### config.mk
export PLATFORM = sky130hd
export DESIGN_NAME = amiga_clken_gen
export DESIGN_NICKNAME = d
export VERILOG_FILES = /design/src/rtl/amiga_clk_pkg.sv /design/src/rtl/amiga_mod_cnt.sv /design/src/rtl/amiga_clken_gen.sv
export SDC_FILE = /design/constraint.sdc
export NUM_CORES = 1
export LEC_CHECK = 0
export CORE_ASPECT_RATIO = 1.1
export CORE_MARGIN = 2
export CORE_UTILIZATION = 39
export CTS_BUF_LIST = sky130_fd_sc_hd__clkbuf_16
export DETAILED_ROUTE_END_ITERATION = 7
export GPL_TIMING_DRIVEN = 0
export PLACE_DENSITY = 0.81
export SLEW_MARGIN = 5
export SYNTH_ARGS = -nofsm -noshare
export SYNTH_HDL_FRONTEND = slang
export SYNTH_HIERARCHICAL = 1
export SYNTH_SLANG_ARGS = --single-unit
### constraint.sdc
create_clock -name clk_28 -period 2.05 [get_ports clk_28]
set_input_delay 0.41 -clock clk_28 [delete_from_list [all_inputs] [get_ports clk_28]]
set_output_delay 0.41 -clock clk_28 [all_outputs]
set_load 0.005 [all_outputs]
### src/rtl/amiga_clk_pkg.sv
// Shared defaults and configuration checks for the 28 MHz clock-enable generator.
// Parameters are validated at elaboration so a bad E-clock modulus never reaches silicon.
package amiga_clk_pkg;

    localparam int PH_W_DEF  = 2;
    localparam int E_DIV_PAL = 10;
    localparam int E_W_DEF   = 4;

    // E_DIV must be even, at least 2, and representable in E_W bits
    function automatic bit cfg_ok(input int e_div, input int e_w);
        return (e_div >= 32'sd2) && ((e_div % 32'sd2) == 32'sd0) && (e_w >= $clog2(e_div));
    endfunction

endpackage

### src/rtl/amiga_mod_cnt.sv
// Modulus-MOD counter with enable and synchronous clear.
// Any out-of-range value is pulled back to 0 on the next enabled step.
module amiga_mod_cnt #(
    parameter int MOD = 10,
    parameter int W   = 4
) (
    input  logic         clk,
    input  logic         clr,
    input  logic         en,
    output logic [W-1:0] cnt
);

    localparam logic [W-1:0] LAST = W'(MOD - 1);

    logic [W-1:0] cnt_r;

    // counter register: clear dominates, wrap at MOD-1
    always_ff @(posedge clk) begin
        if (clr) begin
            cnt_r <= {W{1'b0}};
        end else if (en) begin
            if (cnt_r >= LAST) begin
                cnt_r <= {W{1'b0}};
            end else begin
                cnt_r <= cnt_r + W'(1);
            end
        end else begin
            cnt_r <= cnt_r;
        end
    end

    assign cnt = cnt_r;

endmodule

### src/rtl/amiga_clken_gen.sv
// Clock-enable generator for the 28 MHz domain: base-rate enables, C1/C3 phase
// signals, colour clock and one-hot E-clock phase, with lock, freeze and resync.
module amiga_clken_gen
    import amiga_clk_pkg::*;
#(
    parameter int PH_W  = PH_W_DEF,
    parameter int E_DIV = E_DIV_PAL,
    parameter int E_W   = E_W_DEF
) (
    input  logic             clk_28,
    input  logic             rst,
    input  logic             locked,
    input  logic             run,
    input  logic             resync,
    output logic             clk7_en,
    output logic             clk7n_en,
    output logic             c1,
    output logic             c3,
    output logic             cck,
    output logic [E_DIV-1:0] eclk,
    output logic [PH_W-1:0]  phase,
    output logic [E_W-1:0]   e_cnt
);

    localparam logic [PH_W-1:0] HALF = PH_W'(32'd1 << (PH_W - 1));

    if (!cfg_ok(E_DIV, E_W) || (PH_W < 2)) begin : g_cfg_err
        $error("amiga_clken_gen: illegal PH_W/E_DIV/E_W combination");
    end

    logic [PH_W-1:0]  ph_r;
    logic             clk7_en_r;
    logic             clk7n_en_r;
    logic             c1_r;
    logic             c3_r;
    logic             clk_7_s;
    logic             clr_s;
    logic             cnt_en_s;
    logic [E_W-1:0]   e_cnt_s;
    logic [E_DIV-1:0] eclk_s;

    assign clk_7_s  = ph_r[PH_W-1];
    assign clr_s    = rst | ~locked;
    // resync suppresses the E advance even when it lands on ph == 1
    assign cnt_en_s = run & ~resync & (ph_r == PH_W'(1));

    // phase counter, enables and C1/C3, in priority rst/lock > resync > freeze > run
    always_ff @(posedge clk_28) begin
        if (clr_s) begin
            ph_r       <= HALF;
            clk7_en_r  <= 1'b1;
            clk7n_en_r <= 1'b1;
            c1_r       <= 1'b0;
            c3_r       <= 1'b0;
        end else if (resync) begin
            ph_r       <= {PH_W{1'b0}};
            clk7_en_r  <= 1'b0;
            clk7n_en_r <= 1'b0;
            c3_r       <= clk_7_s;
            c1_r       <= ~c3_r;
        end else if (!run) begin
            ph_r       <= ph_r;
            clk7_en_r  <= 1'b0;
            clk7n_en_r <= 1'b0;
            c1_r       <= c1_r;
            c3_r       <= c3_r;
        end else begin
            ph_r       <= ph_r + PH_W'(1);
            clk7_en_r  <= (ph_r == {PH_W{1'b0}});
            clk7n_en_r <= (ph_r == HALF);
            c3_r       <= clk_7_s;
            c1_r       <= ~c3_r;
        end
    end

    amiga_mod_cnt #(
        .MOD (E_DIV),
        .W   (E_W)
    ) u_e_cnt (
        .clk (clk_28),
        .clr (clr_s),
        .en  (cnt_en_s),
        .cnt (e_cnt_s)
    );

    // one-hot E phase decode of the registered counter
    always_comb begin
        eclk_s = {E_DIV{1'b0}};
        for (int i = 0; i < E_DIV; i++) begin
            eclk_s[i] = (e_cnt_s == E_W'(i));
        end
    end

    assign clk7_en  = clk7_en_r;
    assign clk7n_en = clk7n_en_r;
    assign c1       = c1_r;
    assign c3       = c3_r;
    assign phase    = ph_r;
    assign e_cnt    = e_cnt_s;
    assign eclk     = eclk_s;
    assign cck      = ~e_cnt_s[0];

endmodule

Word-level counts from Yosys, hierarchy flattened
Index checks and enable logic that the tools add are counted.

word-level totals
  ROM bits = 0
  input bits = 5
  memories kept = 0
  register bits = 10
  logic and storage cells = 43
  bits in latches = 0
  bits in writable memories = 0

operators by class
  reduce and logical (&&, ||, !) cells = 4
  mux-type cells = 11
  div/mod/pow operators = 0
  bitwise gates (word level) = 7
  eq/ne operators = 11
  shifts and indexed selects = 0
  multipliers = 0
  $add $sub $neg = 2
  $lt $le $gt $ge = 1

operator list
  operator               count
  $eq A4 B3 Y1 const B   4
  $eq A4 B2 Y1 const B   2
  $eq A4 B4 Y1 const B   2
  $mux W1                8
  $add A4 B1 Y4 const B  1
  $eq A4 B1 Y1 const B   1
  $ge A4 B4 Y1 const B   1
  $logic_not A4 Y1       1
  $mux W2                2
  $mux W4                1
  $not A1 Y1             4
  $add A2 B1 Y2 const B  1
  $and A1 B1 Y1          2
  $eq A2 B1 Y1 const B   1
  $eq A2 B2 Y1 const B   1
  $logic_not A2 Y1       1
  $reduce_bool A2 Y1     1
  $reduce_or A2 Y1       1
  $or A1 B1 Y1           1

Longest topological paths before layout
Gate-level depths: netlist of the first run.

  depth after elaboration = 3
  mapped depth = 6

Modules after synthesis
The synthesis of the first run kept the hierarchy.

by module, submodules not included
  module           cells each  times used  area each (sq um)
  amiga_clken_gen  43          1           355.3
  amiga_mod_cnt    21          1           203.9

Least setup slack after synthesis of the first run
No wires, ideal clock.

  path type = flip-flop to flip-flop
  start point = register u_e_cnt.cnt_r[1], in the netlist u_e_cnt/cnt[1]
  end point = register u_e_cnt.cnt_r[1], in the netlist u_e_cnt/cnt[1]
  setup slack = 0.574 ns
  path buffers = 0
  data arrival time = 1.412 ns
  cell stages (with the launch flop) = 6
  clock period less this slack = 1.476 ns
  path through = dfxtp_1 inv_1 ha_1 or3b_1 a31o_2 nor2_1

on the way
  cells in the longest elaborated chain, start to end = 2

RTL lines
  what                                           RTL line                                  text
  start: declaration                             amiga_mod_cnt.sv:15                       logic [W-1:0] cnt_r;
  start signal: assignment                       amiga_mod_cnt.sv:20                       cnt_r <= {W{1'b0}};
  start signal: assignment                       amiga_mod_cnt.sv:23                       cnt_r <= {W{1'b0}};
  start signal: assignment                       amiga_mod_cnt.sv:25                       cnt_r <= cnt_r + W'(1);
  $add A4 B1 Y4 or $ge A4 B4 Y1 (tied branches)  amiga_mod_cnt.sv:25, amiga_mod_cnt.sv:22
  $mux W4 (*)                                    amiga_mod_cnt.sv:22                       if (cnt_r >= LAST) begin

Mark *: on every way between the ends. The rest lies on a longest branch, timed or not.
A chain may end at the register's enable or synchronous reset.

Worst setup path in the final report of the first run
  start point = register u_e_cnt.cnt_r[1], in the netlist u_e_cnt/cnt[1]
  end point = output port eclk[3]

on the way
  cells in the longest elaborated chain, start to end = 1

RTL lines
  what              RTL line               text
  $eq A4 B2 Y1      amiga_clken_gen.sv:90  eclk_s[i] = (e_cnt_s == E_W'(i));
  end: declaration  amiga_clken_gen.sv:20  output logic [E_DIV-1:0] eclk,

No other way between the ends.

==> reports/results.ini, run 1 <==
[drt]
drc=0
vias_per_cell=4.813
drt_iter0_drc=7
ant_nets=0
drt_wl_total_mm=1.263
num_vias=515
wire_per_inst_um=11.80
dr.pass1.iters=4

[outcome]
outcome=finished, final reports clean

[worst_setup_path]
max_stage_delay_ns=0.54
required_ns=1.64
worst_setup_path_end_kind=output pin
cp_cell_sequence=nand2_1, nor3_1, clkdlybuf4s50_1
criticalPathCategory=reg2out
r2r_start=u_e_cnt/cnt[1]
startpoint_type=flip-flop
reg2reg_depth=5
r2r_slack_ns=0.39
critPathSlowestCell=dfxtp_1
cp.arrival_ns=1.56
critPathMaxFanout=11
reg2reg_to=u_e_cnt/cnt[0]

[sta]
worst_pin_slew_ns=0.3740
hold_viol=0
maxSlewViolCount=0
timing.fmax_ghz=0.5075
min_period_ns=1.971
fin_setup_tns_ns=0
finalCritPeriodShare=0.9612
relSlewSlack=0.7503
clock_skew_ns=0.001547
rsz0062_at_grt=false
final-setup-viol-count=0

[die]
die_h_um=43.72
die_area_sq_um=1753
rows=14
io_pins=26
chipWidth_um=40.11
start_util=0.4147
core_area_sq_um=1349

[synthesis]
syn-num-nets=75
async_flop_share=0
yosysTopAreaCell=dfxtp_1
synthTopCellsByCount=dfxtp_1 (10), nor2_1 (8), ha_1 (6), inv_1 (6), nor3_1 (6)
syn_avg_cell_area_sq_um=8.739
yosysMostFrequentCell=dfxtp_1
ys_top_cells_by_area=dfxtp_1 (36%), ha_1 (13%), nor3_1 (5.4%)
synth_seq_area_share=0.3579
synth_cell_type_count=21
synth_edf_count=0
yosys_register_bits=10
syn-cell-area_sq_um=559.3
synth_warnings=6
syn_inst=64
synthFlopType=dfxtp_1
synth_top_area_frac=0.3579

[global_route]
grt_usage=0.1586
grt_max_degree=14
grt_pass1_wl_mm=1.883
antenna_found_initial=0
grt_pass1_vias=434
overflow=0

[placed_design]
gp_congestion=0.7284
dp_hpwl_um=887.5
portBuffers=24
dp_cells=104

[clock_tree]
cts_buffers=3
cts_tree=done
cts_setup_buffers=0
cts_sinks=10
clk_latency_ns=0.23
cts-htree-levels=1
cts_buffer_depth=2
root_buffer=clkbuf_16
path_clk_slew_ns=0.04

[finish]
finalNetCount=104
area_growth_pct=61.75
layout.cells.non_filler=107
layout-drive-gt1-share=0.08791
num_antenna_cells=0

[hold_path]
whs_path_depth=2
min_path_type=in2reg
worstHoldStart=run
min_to=c1

[power_and_ir_drop]
power.total_w=0.0005791
vdd_drop_max_v=0.0009742
p_per_area_nw_per_um2=640.1
p_leak_nw=0.3581

[run]
maxCapViolCount=0

==> where the power goes <==
part	internal, W	switching, W
clock network	0.000252	0.0000791
registers	0.000202	0.00000385
logic	0.0000259	0.0000166
==> state kept, by name (all words and copies together), names as in the netlist <==
signal / count
c3: 1
u_e_cnt/cnt: 4
clk7n_en: 1
phase: 2
c1: 1
clk7_en: 1
==> cells in the final DEF (no fill, tap or decap) <==
master and n:
clkdlybuf4s50_1 24, nor2_1 8, dfxtp_1 8, inv_1 6, nor3_1 6, ha_1 6, nand2b_1 3, o21ai_0 3
clkbuf_16 3, nand2_1 2, nor2b_1 2, mux2i_1 2, xnor2_1 2, a21o_1 2, or3b_1 2, xor2_1 2
dfxtp_2 2, nor4_1 1, nand2b_4 1, buf_6 1, and2_1 1, o311a_1 1, a21oi_1 1, a31o_2 1
nand4_1 1
==> layout make-up <==
| class | instances | area [sq um] |
|---|---|---|
| Fill cell | 106 | 444.2 |
| Multi-Input combinational cell | 47 | 332.8 |
| Timing Repair Buffer | 24 | 240.2 |
| Sequential cell | 10 | 202.7 |
| Clock buffer | 3 | 75.07 |
| Inverter | 6 | 22.52 |
| Tap cell | 16 | 20.02 |
| Buffer | 1 | 11.26 |
==> critical path: cells and delay by family (launching register included) <==
kind | cells | cell delay, ns
buffers and inverters | 1 | 0.53
flip-flops | 1 | 0.54
AND/OR/NAND/NOR | 2 | 0.26
==> worst max path at each step <==
| stage | start | to | slack (ns) | depth (start not counted) |
|---|---|---|---|---|
| after global routing | u_e_cnt/cnt[1] | eclk[2] | 0.002 | 3 |
| after CTS | u_e_cnt/cnt[0] | eclk[1] | 0.003 | 3 |
| after global placement | resync | u_e_cnt/cnt[3] | 0.21 | 6 |
| after detailed placement | resync | u_e_cnt/cnt[3] | 0.14 | 6 |
| after floorplan | u_e_cnt/cnt[1] | u_e_cnt/cnt[1] | 0.57 | 5 |
| final | u_e_cnt/cnt[1] | eclk[3] | 0.08 | 3 |
==> stage by stage <==
step | setup slack [ns] | instance area (sq um) | util | hold slack [ns]
floorplan | 0.5740 | 559.3 | - | 0.4873
detailed placement | 0.1379 | 819.5 | 0.6076 | 0.5009
finish | 0.07946 | 904.6 | 0.6707 | 0.4587
global route | 0.001967 | 904.6 | 0.6707 | 0.4646
global placement | 0.2127 | 819.5 | 0.6076 | 0.4936
CTS | 0.003248 | 894.6 | 0.6633 | 0.4599
==> logic make-up (layout without fill, tap and decap cells) <==
| group | after synthesis | in the layout | synth area share |
|---|---|---|---|
| AND/OR/NAND/NOR | 27 | 27 | 0.2528 |
| flip-flops | 10 | 10 | 0.3579 |
| AO/OA/AOI/OAI | 8 | 8 | 0.09618 |
| buffers and inverters | 7 | 34 | 0.06040 |
| adder cells (fa/ha/maj) | 6 | 6 | 0.1342 |
| XOR/XNOR | 4 | 4 | 0.06265 |
| multiplexers | 2 | 2 | 0.03580 |
==> layer usage <==
| layer | wire length (um) | track usage | share of wire |
|---|---|---|---|
| met5 | 0 | 0 | 0 |
| met2 | 653 | 0.2484 | 0.52 |
| met1 | 565 | 0.1987 | 0.45 |
| met4 | 0 | 0.04138 | 0 |
| met3 | 44 | 0.06154 | 0.035 |
==> repair_timing <==
action,CTS,global route
resized for setup,0,3
hold buffers,0,0
setup endpoints to repair,0,5
Note: power is estimated with default switching activity, not from simulation.
==> inputs of run 2 (changes only) <==
--- a/config.mk
+++ b/config.mk
@@ -5,6 +5,7 @@
 export SDC_FILE = /design/constraint.sdc
 export NUM_CORES = 1
 export LEC_CHECK = 0
+export CAP_MARGIN = 20
 export CORE_ASPECT_RATIO = 1.1
 export CORE_MARGIN = 2
 export CORE_UTILIZATION = 39
@@ -12,7 +13,7 @@
 export DETAILED_ROUTE_END_ITERATION = 7
 export GPL_TIMING_DRIVEN = 0
 export PLACE_DENSITY = 0.81
-export SLEW_MARGIN = 5
+export SLEW_MARGIN = 20
 export SYNTH_ARGS = -nofsm -noshare
 export SYNTH_HDL_FRONTEND = slang
 export SYNTH_HIERARCHICAL = 1
==> results of run 2 <==
No change in the layout: final DEF, timing and power equal those of run 1.
==> inputs of run 3 (changes only) <==
--- a/config.mk
+++ b/config.mk
@@ -11,7 +11,6 @@
 export CORE_UTILIZATION = 39
 export CTS_BUF_LIST = sky130_fd_sc_hd__clkbuf_16
 export DETAILED_ROUTE_END_ITERATION = 7
-export GPL_TIMING_DRIVEN = 0
 export PLACE_DENSITY = 0.81
 export SLEW_MARGIN = 20
 export SYNTH_ARGS = -nofsm -noshare
==> reports/results.ini, run 3 (synthesis gave the netlist of run 1 again) <==
[worst_setup_path]
critPathSlowestCell=clkdlybuf4s50_1
reg2reg_to=u_e_cnt/cnt[0]
reg2reg_depth=5  ; unchanged
worst_setup_path_end_kind=output pin
required_ns=1.64  ; about the same
crit_path_start=u_e_cnt/cnt[3]
max_stage_delay_ns=0.53  ; about the same
criticalPathCategory=reg2out
r2r_slack_ns=0.46  ; +0.07 ns
r2r_start=u_e_cnt/cnt[1]
crit_end=eclk[8]
critPathMaxFanout=9  ; -2
cp.arrival_ns=1.55  ; about the same
startpoint_type=flip-flop
cp_cell_sequence=nand2b_1, nor3_1, clkdlybuf4s50_1

[clock_tree]
cts_buffers=3  ; unchanged
ctsHoldBuffers=0  ; unchanged
cts-htree-levels=1  ; unchanged
path_clk_slew_ns=0.04  ; about the same
cts_buffer_depth=2  ; unchanged
cts_sinks=10  ; unchanged
cts_tree=done
clk_latency_ns=0.23  ; about the same
root_buffer=clkbuf_16
cts_setup_buffers=0  ; unchanged

[sta]
hold_viol=0  ; unchanged
relSlewSlack=0.7886  ; +0.03829
finalCritPeriodShare=0.9572  ; -0.004008
final-setup-viol-count=0  ; unchanged
maxSlewViolCount=0  ; unchanged
setup_ws_ns=0.08768  ; +0.008217 ns
rsz0062_at_grt=false
clock_skew_ns=0.002306  ; +0.0007595 ns
min_period_ns=1.962  ; -0.008217 ns
fin_setup_tns_ns=0  ; unchanged
worst_pin_slew_ns=0.3142  ; -0.05982 ns
timing.fmax_ghz=0.5096  ; +0.42%

[finish]
layout.cells.non_filler=108  ; +0.93%
finalNetCount=105  ; +0.96%
largest_register_ff_count=4  ; unchanged
mostFrequentLayoutCell=clkdlybuf4s50_1
area_growth_pct=61.97
final_cell_mix=clkdlybuf4s50_1 (25), nor2_1 (8), dfxtp_1 (8)
post-route-util=0.6716  ; +0.0009280
nFillCells=106  ; unchanged
layout-drive-gt1-share=0.08696  ; -0.0009556
num_antenna_cells=0  ; unchanged

[die]
die_h_um=43.72  ; unchanged
core_area_sq_um=1349  ; unchanged
io_pins=26  ; unchanged
chipWidth_um=40.11  ; unchanged
start_util=0.4147  ; unchanged
die_area_sq_um=1753  ; unchanged
rows=14  ; unchanged

[global_route]
grt_pass1_wl_mm=1.869  ; -0.74%
gr-usage-met1=0.2129  ; +0.01419
globalRoute.busiestLayer=met2
grt_pass1_vias=432  ; -0.46%
grt_max_degree=14  ; unchanged
antenna_found_initial=0  ; unchanged
use_met2=0.2194  ; -0.02903
grt_usage=0.1660  ; +0.007406
grt_util_met3=0.07692  ; +0.01538
overflow=0  ; unchanged

[drt]
drc=0  ; unchanged
drt_wl_total_mm=1.219  ; -3.5%
dr.pass1.iters=4  ; unchanged
ant_nets=0  ; unchanged
drt_iter0_drc=5  ; -2
wire_per_inst_um=11.29  ; -4.4%
num_vias=514  ; -0.19%
vias_per_cell=4.759  ; -1.1%

[placed_design]
dp_hpwl_um=921.3  ; +3.8%
gp_congestion=0.7549  ; +3.6%
dp_cells=105  ; +0.96%
portBuffers=25  ; +4.2%
place_ws_ns=0.1533  ; +0.01533 ns

[outcome]
outcome=finished, final reports clean

[hold_path]
min_path_type=reg2reg

[power_and_ir_drop]
p_per_area_nw_per_um2=642.7  ; +0.40%
vdd_drop_max_v=0.0006215  ; -36%
p_leak_nw=0.3598  ; +0.49%
power.total_w=0.0005822  ; +0.54%

[run]
maxCapViolCount=0  ; unchanged

==> run 3: critical path: cells and delay by family, from the launching register on <==
kind / cells / cell delay [ns]
buffers and inverters: 1 / 0.53
AND/OR/NAND/NOR: 2 / 0.28
flip-flops: 1 / 0.50
==> run 3: stage by stage <==
| stage | hold WS, ns | cell area, sq um |
|---|---|---|
| 6_report | 0.5060 | 905.9 |
| 5_1_grt | 0.5342 | 905.9 |
| 4_1_cts | 0.5176 | 902.1 |
| 3_5_place_dp | 0.5088 | 825.8 |
| 3_3_place_gp | 0.4930 | 825.8 |
| 2_1_floorplan | 0.4873 | 559.3 |
==> run 3: area by class of cell <==
type / count / area, sq um / area share
clock buffers: 3 / 75.07 / 0.08287
inverters: 6 / 22.52 / 0.02486
multi-input cells: 47 / 327.8 / 0.3619
flip-flops and latches: 10 / 202.7 / 0.2238
well taps: 16 / 20.02 / 0.02210
repair buffers: 26 / 257.7 / 0.2845
==> run 3: layer usage <==
metal,vias to the layer above,share of wire
met5,-,0
met4,0,0.016
met3,2,0.034
met2,8,0.49
met1,234,0.46
li1,270,-
==> run 3: worst min-delay path by stage <==
| stage | start | endpoint | depth (start not counted) |
|---|---|---|---|
| finish | c1 | c1 | 1 |
| global route | c1 | c1 | 1 |
| CTS | c1 | c1 | 1 |
| detailed placement | c1 | c1 | 1 |
| global placement | c1 | c1 | 1 |
| floorplan | resync | phase[0] | 1 |
==> run 3: report_power, final <==
part / leakage [nW] / switching [W] / total [W] / internal, W
combinational: 0.240 / 0.0000165 / 0.0000433 / 0.0000268
clock: 0.0370 / 0.0000813 / 0.000333 / 0.000252
sequential: 0.0828 / 0.00000374 / 0.000206 / 0.000202
total: 0.360 / 0.000102 / 0.000582 / 0.000481
==> run 3: repair_timing <==
| item | CTS | global route |
|---|---|---|
| hold endpoints to repair | 0 | 0 |
| resized for setup | 1 | 2 |
| setup endpoints to repair | 1 | 3 |
